--- src/rtl/timer_unit.sv ---
// timer_unit: memory-mapped prescaled down-counter that raises the CPU timer interrupt.
// CTRL/PRESCALE/LOAD/COUNT/STATUS live in a 32-byte window at BASE_ADDR.
module timer_unit #(
    parameter logic [31:0] BASE_ADDR = 32'h0000_1000,
    parameter int          CNT_W     = 32,
    parameter int          PRE_W     = 16
) (
    input  logic        clk,
    input  logic        rst,
    input  logic        ce,
    input  logic        we,
    input  logic [31:0] addr,
    input  logic [31:0] wtData,
    output logic [31:0] rdData,
    output logic        intimer
);
    logic             r_en, r_ie, r_auto, r_pend;
    logic [PRE_W-1:0] r_pre, r_pc;
    logic [CNT_W-1:0] r_load, r_count;
    logic             w_hit, w_wr, w_tick, w_expire, w_en_nxt, w_unused;
    logic [2:0]       w_sel;

    assign w_hit    = ce && (addr[31:5] == BASE_ADDR[31:5]);
    assign w_sel    = addr[4:2];
    assign w_wr     = w_hit && we;
    assign w_tick   = r_en && (r_pc == r_pre);
    assign w_expire = w_tick && (r_count == '0);
    // a CTRL write overrides the one-shot disable from a same-cycle expiry
    assign w_en_nxt = (w_wr && w_sel == 3'd0) ? wtData[0] : (r_en && !(w_expire && !r_auto));
    assign intimer  = r_pend && r_ie;
    assign w_unused = &{1'b0, addr[1:0], wtData};

    always_ff @(posedge clk or negedge rst) begin
        if (!rst) begin
            r_en    <= 1'b0;
            r_ie    <= 1'b0;
            r_auto  <= 1'b0;
            r_pend  <= 1'b0;
            r_pre   <= '0;
            r_pc    <= '0;
            r_load  <= '0;
            r_count <= '0;
        end else begin
            r_en <= w_en_nxt;
            if (w_wr && w_sel == 3'd0) begin
                r_ie   <= wtData[1];
                r_auto <= wtData[2];
            end
            if (w_wr && w_sel == 3'd1) r_pre <= wtData[PRE_W-1:0];
            if (w_wr && w_sel == 3'd2) r_load <= wtData[CNT_W-1:0];
            if (w_wr && w_sel == 3'd3) r_count <= wtData[CNT_W-1:0];
            else if (w_tick) r_count <= (r_count != '0) ? r_count - CNT_W'(1) : (r_auto ? r_load : '0);
            // expiry set beats a same-cycle W1C
            if (w_expire) r_pend <= 1'b1;
            else if (w_wr && w_sel == 3'd4 && wtData[0]) r_pend <= 1'b0;
            // PC restarts on enable, on disable and on wrap
            r_pc <= (!r_en || !w_en_nxt || w_tick) ? '0 : r_pc + PRE_W'(1);
        end
    end

    always_comb begin
        rdData = '0;
        if (w_hit && !we)
            case (w_sel)
                3'd0:    rdData = {29'd0, r_auto, r_ie, r_en};
                3'd1:    rdData = 32'(r_pre);
                3'd2:    rdData = 32'(r_load);
                3'd3:    rdData = 32'(r_count);
                3'd4:    rdData = {31'd0, r_pend};
                default: rdData = '0;
            endcase
    end
endmodule

--- config.mk ---
export PLATFORM = sky130hd
export DESIGN_NAME = timer_unit
export DESIGN_NICKNAME = d
export VERILOG_FILES = /design/src/rtl/timer_unit.sv
export SDC_FILE = /design/constraint.sdc
export NUM_CORES = 1
export LEC_CHECK = 0
export ABC_AREA = 1
export BUFFER_PORTS_ARGS = -buffer_cell sky130_fd_sc_hd__buf_4
export CAP_MARGIN = 20
export CORE_MARGIN = 4
export CORE_UTILIZATION = 59
export CTS_BUF_LIST = sky130_fd_sc_hd__clkbuf_16
export CTS_CLUSTER_DIAMETER = 80
export DETAILED_ROUTE_END_ITERATION = 16
export PLACE_DENSITY = 0.82
export SLEW_MARGIN = 10
export SYNTH_ARGS = -nofsm -noshare
export SYNTH_HDL_FRONTEND = slang
export SYNTH_SLANG_ARGS = --single-unit
--- constraint.sdc ---
create_clock -name clk -period 2.48 [get_ports clk]
set_clock_uncertainty 0.1 [all_clocks]
set_input_delay 0.124 -clock clk [delete_from_list [all_inputs] [get_ports clk]]
set_output_delay 0.124 -clock clk [all_outputs]
set_load 0.1 [all_outputs]
---- After elaboration in Yosys (flattened, before gate mapping) ----
Cells that the tools add are included.
storage, ports and cells
  flip-flop bits (word level) ............. 100
cells by class
  add/subtract/negate cells ............... 2
  equal/unequal tests ..................... 6
  mux-type cells .......................... 10
  reductions and logical operators ........ 26
operators with widths
  kind                   count
  $mux 32                5
  $pmux 32 s5            1
  $logic_not 32->1       1
  $reduce_bool 32->1     1
  $sub 32x1->32 const B  1
  $eq 27x8->1 const B    1
  $add 16x1->16 const B  1
  $eq 16x16->1           1
  $mux 16                1
  $logic_and 1x1->1      14
  $eq 3x2->1 const B     2
  $logic_not 1->1        5
  $reduce_bool 2->1      2
  $eq 3x1->1 const B     1
  $eq 3x3->1 const B     1
  $logic_not 3->1        1
  $mux 1                 3
  $logic_or 1x1->1       2

---- Depth between registers and ports, before layout ----
Gate-level depths: netlist of run 1.
  depth in word-level cells ............... 11
  gate-level depth with buffers ........... 14

---- Least setup slack after synthesis of run 1 ----
Ideal clock, no wire load.
  kind .................................... input -> output
  start ................................... input port addr[4]
  end ..................................... output port rdData[3]
  data arrival time ....................... 2.733 ns
  slack ................................... -0.477 ns
  cell stages on the path ................. 7
  cells stage by stage .................... buf_2 -> inv_1 -> nand3_1 -> inv_1 -> clkbuf_1 -> nand2_1 -> a31oi_1
on the way
  cells in the longest elaborated chain, start to end .. 3
ends and longest elaborated chain
  item                                      line  text
  start, declared                           12    input logic [31:0] addr,
  $eq 3x3->1, or another cell as far along  64    case (w_sel)
  $pmux 32 s5 *                             64
  $mux 32 *                                 63    if (w_hit && !we)
  end, declared                             14    output logic [31:0] rdData,
Every way passes the cells marked *; elsewhere a longest branch is shown, timed or not.

---- Worst setup path after layout of run 1 ----
  start ................................... input port addr[30]
  end ..................................... output port rdData[20]
on the way
  cells in the longest elaborated chain, start to end .. 4
ends and longest elaborated chain
  item               line  text
  $eq 27x8->1        23    assign w_hit = ce && (addr[31:5] == BASE_ADDR[31:5]);
  $logic_and 1x1->1  23
  $logic_and 1x1->1  63
  $mux 32            63
No other way between the ends.

==> impl_summary.txt, run 1 <==
----------------------------------------------------
[Clock network]
  CTS Buffer Depth ... 2
  Clock tree from TritonCTS ... done
  Clock Root Buffer ... sky130_fd_sc_hd__clkbuf_16
  Total CTS buffers ... 9
  Setup Fix Bufs, Post-CTS ... 0
  Clock-pin slew of the registers on the worst-case setup and hold paths ... about 0.07 ns
  Clock latency reported for the late side of the worst-skew pair ... around 0.36 ns
  Clk sink count ... 100
  H-tree levels ... 3

[Setup path]
  Critical setup path kind ... primary input to output port
  CP max stage cell ... sky130_fd_sc_hd__buf_4
  Worst endpoint required time ... approximately 2.3 ns
  Number of buffer and inverter stages on the critical path ... 3
  Critical path fanouts, max ... 17
  Cell class contributing the biggest share of worst-path delay ... simple AND/OR/NAND/NOR gates
  Worst reg-to-reg setup slack ... 0.31 ns
  Crit-path most repeated cell ... sky130_fd_sc_hd__buf_4
  Crit end category ... output port
  Sequence of cells on the critical path ... buf_4 -> or2_1 -> nor2_2 -> nand2_1 -> nor2_4 -> nand2_2 -> buf_4 -> nor2_2 -> buf_4
  Startpoint type of the worst setup path ... primary input
  Start point of the critical path ... addr[30]
  Startpoint of the most critical register-to-register path ... r_count[0]$_DFFE_PN0P_
  Data arrival time of the critical path ... 1.98 ns
  Delay of the slowest critical-path stage ... about 0.36 ns

[Routing]
  Residual DRC count ... 0
  Total iterations of the first detailed-routing run ... 5
  Ratio of routed vias to standard cells ... approximately 5.5
  Routed via count ... between 7,000 and 8,000
  Wire per inst ... 15.40 um
  Routed wire length ... approximately 21 mm
  DRT iter0 DRCs ... slightly below 800
  Number of antenna-violating nets in the routed design ... 0

[Placed design]
  Post-DP Area ... around 8000 um2
  Count of placed standard cells including taps ... 1,298
  Final estimated routing congestion in global placement ... 0.9803
  Input/output buffers ... 98
  DP Wirelength ... 15.28 mm

[Yosys]
  Post-synthesis adder-cell area fraction ... 0.5351%
  Dominant combinational cell family by area after synthesis ... simple AND/OR/NAND/NOR gates
  Per-instance average area after synthesis ... 6.525 um2
  Synth Area in Compound Gates ... 8.420%
  Proportion of synthesized area in mux cells ... 0%
  Synth unique cells ... 42
  Library cell with the largest summed area after synthesis ... sky130_fd_sc_hd__dfrtp_1
  Portion of synthesized cell area occupied by the leading cell type ... between 30% and 40%
  Synth Register Bits ... 100
  Synth area leaders ... sky130_fd_sc_hd__dfrtp_1 (36%), sky130_fd_sc_hd__nand2_1 (21%), sky130_fd_sc_hd__nor2_1 (7.9%)
  Post-synthesis xor/xnor area fraction ... under 10%
  Mapped Area ... 7014 um2
  Number of instances in the synthesized netlist ... about 1,100
  Simple-gate share of the synthesized area ... ~42%
  Net Count, Synth ... roughly 1,100
  Count of warnings emitted by yosys ... 0
  Sequential cell area fraction in the yosys report ... 35.68%

[GRT]
  Total overflow reported by the global router ... 0
  Global-route wire length before repair ... around 34 mm
  Via count of the first global-routing pass ... roughly 7,000
  Global Route met1 Usage ... between 40 and 50%
  GR Layer Usage met2 ... a little over half
  GRT busiest layer ... met2
  Number of antenna violations at the first check in global routing ... 0
  Global routing met3 resource utilization ... under 10%
  Total track usage ... about a third
  Largest net degree at the start of global routing ... 58

[STA]
  Unrepaired setup endpoints after global routing ... false
  Count of final max-slew check failures ... 0
  Worst rel slew slack ... 56.35%
  Final hold vios ... 0
  Highest attainable clock frequency ... ~450 MHz
  Final number of setup-violating endpoints ... 0
  Post-route clock period utilization ... between 80% and 90%
  Tightest Pin Transition ... between 0.6 and 0.7 ns
  Smallest hold slack ... 0.03381 ns
  Minimum clock period after layout ... 2.209 ns

[Die]
  Number of top-level pins ... just over 100
  Starting density of the core ... 60.91%
  Die extent in x ... around 120 um
  Row count ... 39
  Die Height ... approximately 120 um
  Core footprint ... around 12,000 um2
  Die footprint ... 13,700 um2

[Power]
  Leakage power summed over all cells ... ~0.0041 uW
  Worst IR Drop VDD ... 437.7 uV
  Power density normalized to cell area ... 388.1 nW/um2

[Layout]
  Area occupied by multi-input gates ... approximately 4000 um2
  Final std cells w/o fill ... between 1,000 and 1,500
  Area growth, synth to finish ... 23.33%
  Net count of the finished layout ... between 1,000 and 1,500
  Final instance area ... slightly below 9000 um2
  Share of final-layout standard cells stronger than drive strength 1 ... approximately 17%
  Sequential standard cell area ... 2502 um2
  Filler cells ... approximately 990

[Worst hold path]
  Class of the tightest hold or removal check ... primary input to register
  Start point of the worst min-delay path ... addr[4]

[Run]
  Number of max-cap violations ... 0

[Run status]
  Status ... finished clean

----------------------------------------------------
flip-flops by register name (all words and copies together) (netlist names):
name     cells
r_auto       1
r_count     32
r_en         1
r_ie         1
r_load      32
r_pc        16
r_pend       1
r_pre       16
cells in the final DEF, fill, tap and decap left out, types with 3 or more instances in the layout:
master	n
sky130_fd_sc_hd__a22oi_1	16
sky130_fd_sc_hd__a31oi_1	3
sky130_fd_sc_hd__nor3_1	5
sky130_fd_sc_hd__clkbuf_16	9
sky130_fd_sc_hd__inv_2	4
sky130_fd_sc_hd__nand4_1	14
sky130_fd_sc_hd__nand2_4	5
sky130_fd_sc_hd__buf_4	118
sky130_fd_sc_hd__a31oi_2	10
sky130_fd_sc_hd__o21ai_1	27
sky130_fd_sc_hd__o211ai_1	5
sky130_fd_sc_hd__xnor2_1	7
sky130_fd_sc_hd__ha_1	3
sky130_fd_sc_hd__o21ai_0	32
sky130_fd_sc_hd__nor4_1	5
sky130_fd_sc_hd__nand2_1	384
sky130_fd_sc_hd__dfrtp_1	100
sky130_fd_sc_hd__nor2_2	22
sky130_fd_sc_hd__nor2_4	12
sky130_fd_sc_hd__inv_6	3
sky130_fd_sc_hd__xor2_1	25
sky130_fd_sc_hd__nor2_1	131
sky130_fd_sc_hd__nand3_1	91
sky130_fd_sc_hd__nand2_2	3
sky130_fd_sc_hd__dlygate4sd3_1	33
sky130_fd_sc_hd__inv_1	110
per-layer routing:
metal | vias to the layer above | wire [um]
li1 | 3641 | -
met1 | 3450 | 8648
met2 | 285 | 10140
met3 | 57 | 1294
met4 | 0 | 676
met5 | - | 0
synthesized netlist by cell type, drive strengths merged:
cell type / instances
a21oi: 3
a221oi: 1
a22oi: 16
a31oi: 13
a41oi: 2
and2: 1
buf: 19
clkbuf: 20
clkinv: 1
dfrtp: 100
ha: 3
inv: 115
nand2: 392
nand3: 93
nand3b: 2
nand4: 14
nor2: 166
nor3: 7
nor3b: 2
nor4: 5
o211ai: 5
o21ai: 59
o21bai: 2
or2: 2
xnor2: 7
xor2: 25
kinds of logic (layout without fill, tap and decap cells):
family / count (synthesis) / count (layout)
DFF: 100 / 100
buffers and inverters: 155 / 284
xor gates and xnor gates: 32 / 32
adders and majority gates: 3 / 3
AOI/OAI and AO/OA: 101 / 101
other: 0 / 1
and+or+nand+nor: 684 / 684
path summary, 6_finish.rpt:
check / cells past startpoint / to
max reg2reg: 11 / r_count[10]$_DFFE_PN0P_
max: 9 / rdData[20]
min in group asynchronous: 2 / r_load[29]$_DFFE_PN0P_
min: 4 / r_pend$_DFFE_PN0P_
min reg2reg: 1 / r_pc[0]$_DFF_PN0_
max in group asynchronous: 3 / r_load[5]$_DFFE_PN0P_
area by class of cell:
cell class              count  share of cell area (%)
clock buffers               9                   2.603
well taps                 143                   2.068
inverters                 116                   5.077
clock inverters             7                  0.9257
repair buffers            152                   14.29
flip-flops and latches    100                   28.93
multi-input cells         820                   46.08
diodes                      1                 0.02893
worst reg2reg max path, cell delays in order (launching register included):
cell	delay, ns
sky130_fd_sc_hd__dfrtp_1	0.37
sky130_fd_sc_hd__inv_1	0.17
sky130_fd_sc_hd__ha_1	0.23
sky130_fd_sc_hd__nand3_1	0.17
sky130_fd_sc_hd__inv_1	0.11
sky130_fd_sc_hd__nand2_1	0.12
sky130_fd_sc_hd__nor2_1	0.25
sky130_fd_sc_hd__nor2_1	0.09
sky130_fd_sc_hd__o21ai_0	0.23
sky130_fd_sc_hd__nand2_1	0.08
sky130_fd_sc_hd__nand2_1	0.06
sky130_fd_sc_hd__o211ai_1	0.08
through the flow:
step	util, %	setup WS (ns)	power, uW	TNS [ns]
6_report	75.12	0.2712	3358	0
5_1_grt	75.10	0.1089	3468	0
4_1_cts	75.08	0.2153	3368	0
3_5_place_dp	69.56	0.2486	1867	0
3_3_place_gp	69.56	0.2890	1865	0
2_1_floorplan	-	-0.3809	1722	-1.511
what timing repair did:
item / in CTS / in global routing
resized for setup: 0 / 1
hold buffers: 33 / 0
hold endpoints to repair: 103 / 0
endpoints found under the setup margin: 0 / 8
where the power goes:
part           switching, uW  internal (uW)
sequential          0.000253           1630
clock                    681            799
combinational            126            123
(Power assumes the default switching activity.)
==> run 2: changes to the inputs <==
--- a/config.mk
+++ b/config.mk
@@ -7,13 +7,13 @@
 export LEC_CHECK = 0
 export ABC_AREA = 1
 export BUFFER_PORTS_ARGS = -buffer_cell sky130_fd_sc_hd__buf_4
-export CAP_MARGIN = 20
+export CAP_MARGIN = 15
 export CORE_MARGIN = 4
-export CORE_UTILIZATION = 59
+export CORE_UTILIZATION = 50
 export CTS_BUF_LIST = sky130_fd_sc_hd__clkbuf_16
 export CTS_CLUSTER_DIAMETER = 80
 export DETAILED_ROUTE_END_ITERATION = 16
-export PLACE_DENSITY = 0.82
+export PLACE_DENSITY = 0.71
 export SLEW_MARGIN = 10
 export SYNTH_ARGS = -nofsm -noshare
 export SYNTH_HDL_FRONTEND = slang
==> impl_summary.txt, run 2 (synthesized netlist as in run 1, its figures left out) <==
----------------------------------------------------
[GRT]
  Total overflow reported by the global router ... 0 (unchanged)
  Total track usage ... 26.72% (-4.7 points)
  Via count of the first global-routing pass ... 6,886 (-1.3%)
  Number of antenna violations at the first check in global routing ... 0 (unchanged)
  Largest net degree at the start of global routing ... 59 (+1.7%)
  Global-route wire length before repair ... 34.73 mm (+3.0%)

[Setup path]
  Critical path fanouts, max ... 16 (-1)
  Delay of the slowest critical-path stage ... 0.45 ns (+0.09 ns)
  Crit end category ... register
  Crit-path most repeated cell ... sky130_fd_sc_hd__nand2_1
  Sequence of cells on the critical path ... nor2_2 -> nand2_1 -> nor2_2 -> nand2_1 -> nor2_1 -> nand4_1 -> nand2_1 -> nand2_4 -> nand2_4 -> nor2_1
  Cell class contributing the biggest share of worst-path delay ... simple AND/OR/NAND/NOR gates
  Data arrival time of the critical path ... 2.35 ns (+0.37 ns)
  Startpoint type of the worst setup path ... register
  Number of buffer and inverter stages on the critical path ... 0 (-3)
  Critical setup path kind ... register to register
  CP max stage cell ... sky130_fd_sc_hd__dfrtp_1
  Worst endpoint required time ... 2.61 ns (+0.35 ns)

[Layout]
  Sequential standard cell area ... 2502 um2 (unchanged)
  Commonest non-fill, non-tap cell in the layout ... sky130_fd_sc_hd__nand2_1
  Top Registers ... r_count x32, r_load x32
  Final std cells w/o fill ... 1,386 (+2.8%)
  Share of final-layout standard cells stronger than drive strength 1 ... 16.75% (+0.055 points)
  N_diodes ... 0 (-1)
  Net count of the finished layout ... 1,272 (+0.16%)
  Area occupied by multi-input gates ... 3984 um2 (about the same)
  Filler cells ... 1,352 (+36%)
  Area growth, synth to finish ... 24.51%
  Most frequent cells in the layout ... sky130_fd_sc_hd__nand2_1 (384), sky130_fd_sc_hd__nor2_1 (132), sky130_fd_sc_hd__buf_4 (118), sky130_fd_sc_hd__inv_1 (110), sky130_fd_sc_hd__dfrtp_1 (100)
  Core Util, Final ... 63.16% (-12 points)

[Routing]
  Total iterations of the first detailed-routing run ... 6 (+1)
  Routed wire length ... 20.88 mm (+0.58%)
  DRT iter0 DRCs ... 638 (-17%)
  Routed via count ... 7,173 (-3.5%)
  Topmost layer with routed signal wires ... met4
  Metal-1 WL ... 8.763 mm (+1.3%)
  Wire per inst ... 15.07 um (-2.2%)
  Met3 layer wire length in the routed design ... 1.178 mm (-9.0%)
  Residual DRC count ... 0 (unchanged)
  Metal2 WL ... 10.58 mm (+4.3%)
  Ratio of routed vias to standard cells ... 5.175 (-6.1%)
  Number of antenna-violating nets in the routed design ... 0 (unchanged)

[Die]
  Die extent in x ... 126.4 um (+8.0%)
  Row count ... 43 (+10%)
  Core footprint ... 13,830 um2 (+20%)
  Die Height ... 126.4 um (+8.0%)
  Starting density of the core ... 50.73% (-10 points)
  Number of top-level pins ... 101 (unchanged)
  Die footprint ... 15,990 um2 (+17%)

[Placed design]
  Final estimated routing congestion in global placement ... 0.9514 (-2.9%)
  DP Wirelength ... 15.63 mm (+2.2%)
  Count of placed standard cells including taps ... 1,337 (+3.0%)
  Input/output buffers ... 98 (unchanged)

[Clock network]
  Clock Root Buffer ... sky130_fd_sc_hd__clkbuf_16
  Clock-pin slew of the registers on the worst-case setup and hold paths ... 0.08 ns (about the same)
  Clock latency reported for the late side of the worst-skew pair ... 0.36 ns (about the same)
  CTS Buffer Depth ... 2 (unchanged)
  Total CTS buffers ... 9 (unchanged)
  H-tree levels ... 3 (unchanged)
  Clk sink count ... 100 (unchanged)
  Clock tree from TritonCTS ... done
  Setup Fix Bufs, Post-CTS ... 0 (unchanged)

[Worst hold path]
  Class of the tightest hold or removal check ... primary input to register

[STA]
  Final number of setup-violating endpoints ... 0 (unchanged)
  Highest attainable clock frequency ... 451.4 MHz (-0.30%)
  Unrepaired setup endpoints after global routing ... false
  Minimum clock period after layout ... 2.215 ns (+0.006553 ns)
  Tightest Pin Transition ... 0.5815 ns (-0.07246 ns)
  Worst rel slew slack ... 61.23% (+4.9 points)
  Count of final max-slew check failures ... 0 (unchanged)
  Post-route clock period utilization ... 89.33% (+0.26 points)
  Final hold vios ... 0 (unchanged)

[Power]
  Leakage power summed over all cells ... 0.004140 uW (+0.48%)
  Tot Pwr ... 3359 uW (about the same)
  Power density normalized to cell area ... 384.6 nW/um2 (-0.90%)
  Worst IR Drop VDD ... 345.0 uV (-21%)

[Run status]
  Status ... finished clean

[Run]
  Number of max-cap violations ... 0 (unchanged)

----------------------------------------------------
-- run 2: repair_timing --
| action | CTS | global route |
|---|---|---|
| endpoints found under the hold margin | 98 | 0 |
| hold buffers | 33 | 0 |
| resized for setup | 0 | 0 |
-- run 2: final timing paths --
| check | from | to | slack (ns) | cells after the start |
|---|---|---|---|---|
| hold reg to reg | r_load[17]$_DFFE_PN0P_ | r_load[17]$_DFFE_PN0P_ | 0.41 | 2 |
| min in group asynchronous | rst | r_load[29]$_DFFE_PN0P_ | 0.20 | 2 |
| setup / recovery | r_count[9]$_DFFE_PN0P_ | r_pc[3]$_DFF_PN0_ | 0.26 | 10 |
| setup reg to reg | r_count[9]$_DFFE_PN0P_ | r_pc[3]$_DFF_PN0_ | 0.26 | 10 |
| hold / removal | addr[4] | r_pend$_DFFE_PN0P_ | 0.04 | 4 |
| max in group asynchronous | rst | r_pc[11]$_DFF_PN0_ | 1.29 | 3 |
-- run 2: final cells by class --
| type | instances | area share [%] |
|---|---|---|
| clock buffers | 9 | 2.579 |
| clock inverters | 7 | 0.9312 |
| inverters | 116 | 5.029 |
| multi-input cells | 820 | 45.62 |
| flip-flops and latches | 100 | 28.65 |
| well taps | 180 | 2.579 |
| repair buffers | 154 | 14.61 |
-- run 2: where the power goes --
| group | switching [uW] | internal, uW |
|---|---|---|
| clock network | 677 | 799 |
| logic | 128 | 126 |
| registers | 0.000233 | 1630 |
-- run 2: worst reg2reg max path: cells and delay by family (launching register included) --
kind	cells	cell delay, ns
flops	1	0.45
simple gates	10	1.54
-- run 2: through the flow --
stage / instance area [um2] / hold slack [ns] / TNS, ns / setup slack, ns
floorplan: 7128 / -0.2716 / -1.511 / -0.3809
global placement: 8097 / 0.05868 / 0 / 0.3414
detailed placement: 8097 / 0.06107 / 0 / 0.2780
CTS: 8733 / 0.03557 / 0 / 0.2661
global route: 8733 / 0.05372 / 0 / 0.04152
finish: 8733 / 0.04451 / 0 / 0.2646
-- run 2: per-layer routing --
layer | vias to the layer above | GRT usage (%)
met2 | 214 | 46.61
met4 | 0 | 7.823
met5 | - | 0
met3 | 32 | 4.042
li1 | 3642 | -
met1 | 3285 | 34.40
==> run 3: changes to the inputs <==
--- a/config.mk
+++ b/config.mk
@@ -5,15 +5,13 @@
 export SDC_FILE = /design/constraint.sdc
 export NUM_CORES = 1
 export LEC_CHECK = 0
-export ABC_AREA = 1
 export BUFFER_PORTS_ARGS = -buffer_cell sky130_fd_sc_hd__buf_4
 export CAP_MARGIN = 15
 export CORE_MARGIN = 4
 export CORE_UTILIZATION = 50
 export CTS_BUF_LIST = sky130_fd_sc_hd__clkbuf_16
-export CTS_CLUSTER_DIAMETER = 80
 export DETAILED_ROUTE_END_ITERATION = 16
-export PLACE_DENSITY = 0.71
+export PLACE_DENSITY = 0.72
 export SLEW_MARGIN = 10
 export SYNTH_ARGS = -nofsm -noshare
 export SYNTH_HDL_FRONTEND = slang
==> impl_summary.txt, run 3 <==
----------------------------------------------------
[Run status]
  Status ... finished, violations left
  Violated checks ... setup timing

[Setup path]
  Startpoint type of the worst setup path ... register
  Data arrival time of the critical path ... 2.69 ns (+0.34 ns)
  Startpoint of the most critical register-to-register path ... r_count[29]$_DFFE_PN0P_
  Critical setup path kind ... register to register
  CP max stage cell ... sky130_fd_sc_hd__or4_4
  Worst endpoint required time ... 2.65 ns (+0.04 ns)
  Delay of the slowest critical-path stage ... 0.53 ns (+0.08 ns)
  Critical register-to-register path endpoint ... r_count[4]$_DFFE_PN0P_
  Number of cell instances on the worst register-to-register path ... 6 (-4)
  Crit end category ... register
  Critical path fanouts, max ... 14 (-2)
  Worst reg-to-reg setup slack ... -0.04 ns (-0.30 ns)
  Sequence of cells on the critical path ... or3_4 -> or3b_4 -> or4_4 -> buf_12 -> a211o_1 -> a31oi_1

[Layout]
  Most frequent cells in the layout ... sky130_fd_sc_hd__buf_4 (159), sky130_fd_sc_hd__dfrtp_1 (99), sky130_fd_sc_hd__nor2_1 (79), sky130_fd_sc_hd__mux2_2 (63), sky130_fd_sc_hd__nand2_1 (48)
  Area growth, synth to finish ... 34.39%
  Top Registers ... r_count x32, r_load x32
  Core Util, Final ... 68.88% (+5.7 points)
  Share of final-layout standard cells stronger than drive strength 1 ... 34.91% (+18 points)
  Final instance area ... 8273 um2 (-5.3%)
  Net count of the finished layout ... 888 (-30%)
  N_diodes ... 0 (unchanged)
  Commonest non-fill, non-tap cell in the layout ... sky130_fd_sc_hd__buf_4
  Final std cells w/o fill ... 969 (-30%)

[Die]
  Row count ... 40 (-7.0%)
  Number of top-level pins ... 101 (unchanged)
  Die Height ... 119.0 um (-5.9%)
  Die footprint ... 14,150 um2 (-11%)
  Core footprint ... 12,010 um2 (-13%)
  Die extent in x ... 119.0 um (-5.9%)
  Starting density of the core ... 51.25% (+0.52 points)

[STA]
  Final number of setup-violating endpoints ... 7 (+7)
  Minimum clock period after layout ... 2.520 ns (+0.3045 ns)
  Post-route clock period utilization ... 101.6% (+12 points)
  Final hold vios ... 0 (unchanged)
  Post-layout worst setup margin ... -0.03989 ns (-0.3045 ns)
  Tightest Pin Transition ... 0.6164 ns (+0.03488 ns)
  Smallest hold slack ... 0.04197 ns (-0.002531 ns)
  Count of final max-slew check failures ... 0 (unchanged)
  Highest attainable clock frequency ... 396.8 MHz (-12%)
  Worst rel slew slack ... 58.91% (-2.3 points)
  Unrepaired setup endpoints after global routing ... true

[Routing]
  Routed wire length ... 18.38 mm (-12%)
  Total iterations of the first detailed-routing run ... 5 (-1)
  Wire per inst ... 18.96 um (+26%)
  Ratio of routed vias to standard cells ... 6.068 (+17%)
  DRT iter0 DRCs ... 443 (-31%)
  Residual DRC count ... 0 (unchanged)
  Routed via count ... 5,880 (-18%)
  Number of antenna-violating nets in the routed design ... 0 (unchanged)

[Power]
  Cell-internal power ... 2447 uW (-4.2%)
  Sequential cell fraction of total power ... 50.7% (+2.2 points)
  Clock share of power ... 41.7% (-2.2 points)
  Net switching component of the power ... 766.8 uW (-4.8%)
  Leakage power summed over all cells ... 0.003653 uW (-12%)
  Net switching share of the total power ... 23.86% (-0.11 points)
  Power density normalized to cell area ... 388.5 nW/um2 (+1.0%)
  Worst IR Drop VDD ... 511.3 uV (+48%)
  Part of the total power dissipated in combinational logic ... 7.6% (about the same)

[Yosys]
  Most common flop cell mapped by yosys ... sky130_fd_sc_hd__dfrtp_1
  Mapped Area ... 6156 um2 (-12%)
  Count of warnings emitted by yosys ... 0 (unchanged)
  Share of async-settable or async-resettable flops after synthesis ... 100.0% (unchanged)
  Synth unique cells ... 48 (+14%)
  Most frequent cell after synthesis ... sky130_fd_sc_hd__dfrtp_1
  Synth area leaders ... sky130_fd_sc_hd__dfrtp_1 (41%), sky130_fd_sc_hd__mux2_2 (12%), sky130_fd_sc_hd__nor2_1 (5.2%)
  Synth Register Bits ... 100 (unchanged)
  Portion of synthesized cell area occupied by the leading cell type ... 40.65% (+5.0 points)
  Most numerous cell types in the synthesized netlist ... sky130_fd_sc_hd__dfrtp_1 (100), sky130_fd_sc_hd__nor2_1 (86), sky130_fd_sc_hd__mux2_2 (63)
  Library cell with the largest summed area after synthesis ... sky130_fd_sc_hd__dfrtp_1
  Number of instances in the synthesized netlist ... 651 (-39%)
  Per-instance average area after synthesis ... 9.456 um2 (+45%)
  Sequential cell area fraction in the yosys report ... 40.65% (+5.0 points)
  Net Count, Synth ... 722 (-37%)
  Count of flip-flops with a built-in enable after synthesis ... 0 (unchanged)

[Clock network]
  Clock-pin slew of the registers on the worst-case setup and hold paths ... 0.07 ns (about the same)
  CTS Buffer Depth ... 2 (unchanged)
  Clock latency reported for the late side of the worst-skew pair ... 0.36 ns (about the same)
  Clock Root Buffer ... sky130_fd_sc_hd__clkbuf_16
  Clk sink count ... 100 (unchanged)
  Total CTS buffers ... 9 (unchanged)
  H-tree levels ... 3 (unchanged)
  Clock tree from TritonCTS ... done

[GRT]
  Number of antenna violations at the first check in global routing ... 0 (unchanged)
  Global-route wire length before repair ... 29.64 mm (-15%)
  Total track usage ... 25.73% (-0.99 points)
  Total overflow reported by the global router ... 0 (unchanged)
  Largest net degree at the start of global routing ... 47 (-20%)
  Via count of the first global-routing pass ... 5,892 (-14%)

[Run]
  Number of max-cap violations ... 0 (unchanged)

[Worst hold path]
  Cell depth of the worst hold path ... 4 (unchanged)
  Hold EP ... r_pend$_DFFE_PN0P_
  Start point of the worst min-delay path ... addr[4]
  Class of the tightest hold or removal check ... primary input to register

[Placed design]
  DP Wirelength ... 12.81 mm (-18%)
  Final estimated routing congestion in global placement ... 0.9227 (-3.0%)
  Post-DP Area ... 7482 um2 (-7.6%)
  Count of placed standard cells including taps ... 913 (-32%)
  Input/output buffers ... 98 (unchanged)

----------------------------------------------------
run 3: cell types whose count changed in the layout (fill, tap and decap cells not counted), moves of 14 or more:
| cell | delta |
|---|---|
| sky130_fd_sc_hd__buf_4 | +41 |
| sky130_fd_sc_hd__inv_1 | -103 |
| sky130_fd_sc_hd__mux2_2 | +63 |
| sky130_fd_sc_hd__nand2_1 | -336 |
| sky130_fd_sc_hd__nand3_1 | -71 |
| sky130_fd_sc_hd__nor2_1 | -53 |
| sky130_fd_sc_hd__nor2_2 | -14 |
| sky130_fd_sc_hd__o21ai_1 | -26 |
| sky130_fd_sc_hd__xnor2_1 | +17 |
run 3: worst max path at each step:
stage                                 start                       to  slack (ns)  cells after the start
floorplan                           addr[6]               rdData[10]       -0.27                      6
global placement    r_count[29]$_DFFE_PN0P_   r_count[2]$_DFFE_PN0P_        0.01                      6
detailed placement  r_count[29]$_DFFE_PN0P_   r_count[7]$_DFFE_PN0P_       -0.07                      6
CTS                 r_count[29]$_DFFE_PN0P_  r_count[10]$_DFFE_PN0P_       -0.03                      6
global route        r_count[24]$_DFFE_PN0P_   r_count[7]$_DFFE_PN0P_       -0.09                      6
finish              r_count[29]$_DFFE_PN0P_   r_count[4]$_DFFE_PN0P_       -0.04                      6
run 3: stage by stage:
stage / setup TNS, ns / total power [uW] / setup slack, ns
floorplan: -5.484 / 1716 / -0.2693
global placement: 0 / 1860 / 0.01430
detailed placement: -0.5895 / 1864 / -0.06568
CTS: -0.1068 / 3239 / -0.03294
global route: -1.048 / 3314 / -0.09383
finish: -0.1411 / 3214 / -0.03989
run 3: timing repair:
action	in CTS	in global routing
setup buffers	3	3
cloned	0	1
hold endpoints to repair	126	0
pin swaps	4	13
gates resized for setup	5	14
hold buffers	33	0
endpoints found under the setup margin	17	49
run 3: layout make-up:
class,count,area (um2)
Fill cell,906,3739
Multi-Input combinational cell,499,3580
Sequential cell,100,2504
Timing Repair Buffer,201,1709
Clock buffer,9,225.2
Tap cell,147,183.9
Clock inverter,7,48.80
Inverter,6,22.52
run 3: logic make-up (layout without fill, tap and decap cells):
family / Yosys count / after routing / synth area share, %
AO/OA/AOI/OAI: 128 / 128 / 14.59
XOR/XNOR: 57 / 57 / 8.110
adder cells (fa/ha/maj): 3 / 3 / 0.6098
buffers and inverters: 52 / 223 / 3.841
flip-flops: 100 / 100 / 40.65
multiplexers: 67 / 67 / 12.58
AND/OR/NAND/NOR: 244 / 244 / 19.61
run 3: critical path: cells and delay by family (launching register included):
kind	cells	cell delay, ns
buf+inv	1	0.18
simple gates	3	1.30
compound gates	2	0.46
flops	1	0.39
run 3: power groups by stage:
stage / registers, uW / clock network (uW) / logic [uW]
after floorplan: 1660 / 0 / 54.4
after global placement: 1660 / 0 / 198
after detailed placement: 1660 / 0 / 203
after CTS: 1630 / 1360 / 245
after global routing: 1630 / 1420 / 266
final: 1630 / 1340 / 244
run 3: routing by layer:
| layer | GRT usage, % | part of all wire, % | vias up |
|---|---|---|---|
| li1 | - | - | 2719 |
| met1 | 32.45 | 42 | 2844 |
| met2 | 43.37 | 49 | 278 |
| met3 | 6.030 | 6.6 | 39 |
| met4 | 8.979 | 2.5 | 0 |
| met5 | 0 | 0 | - |
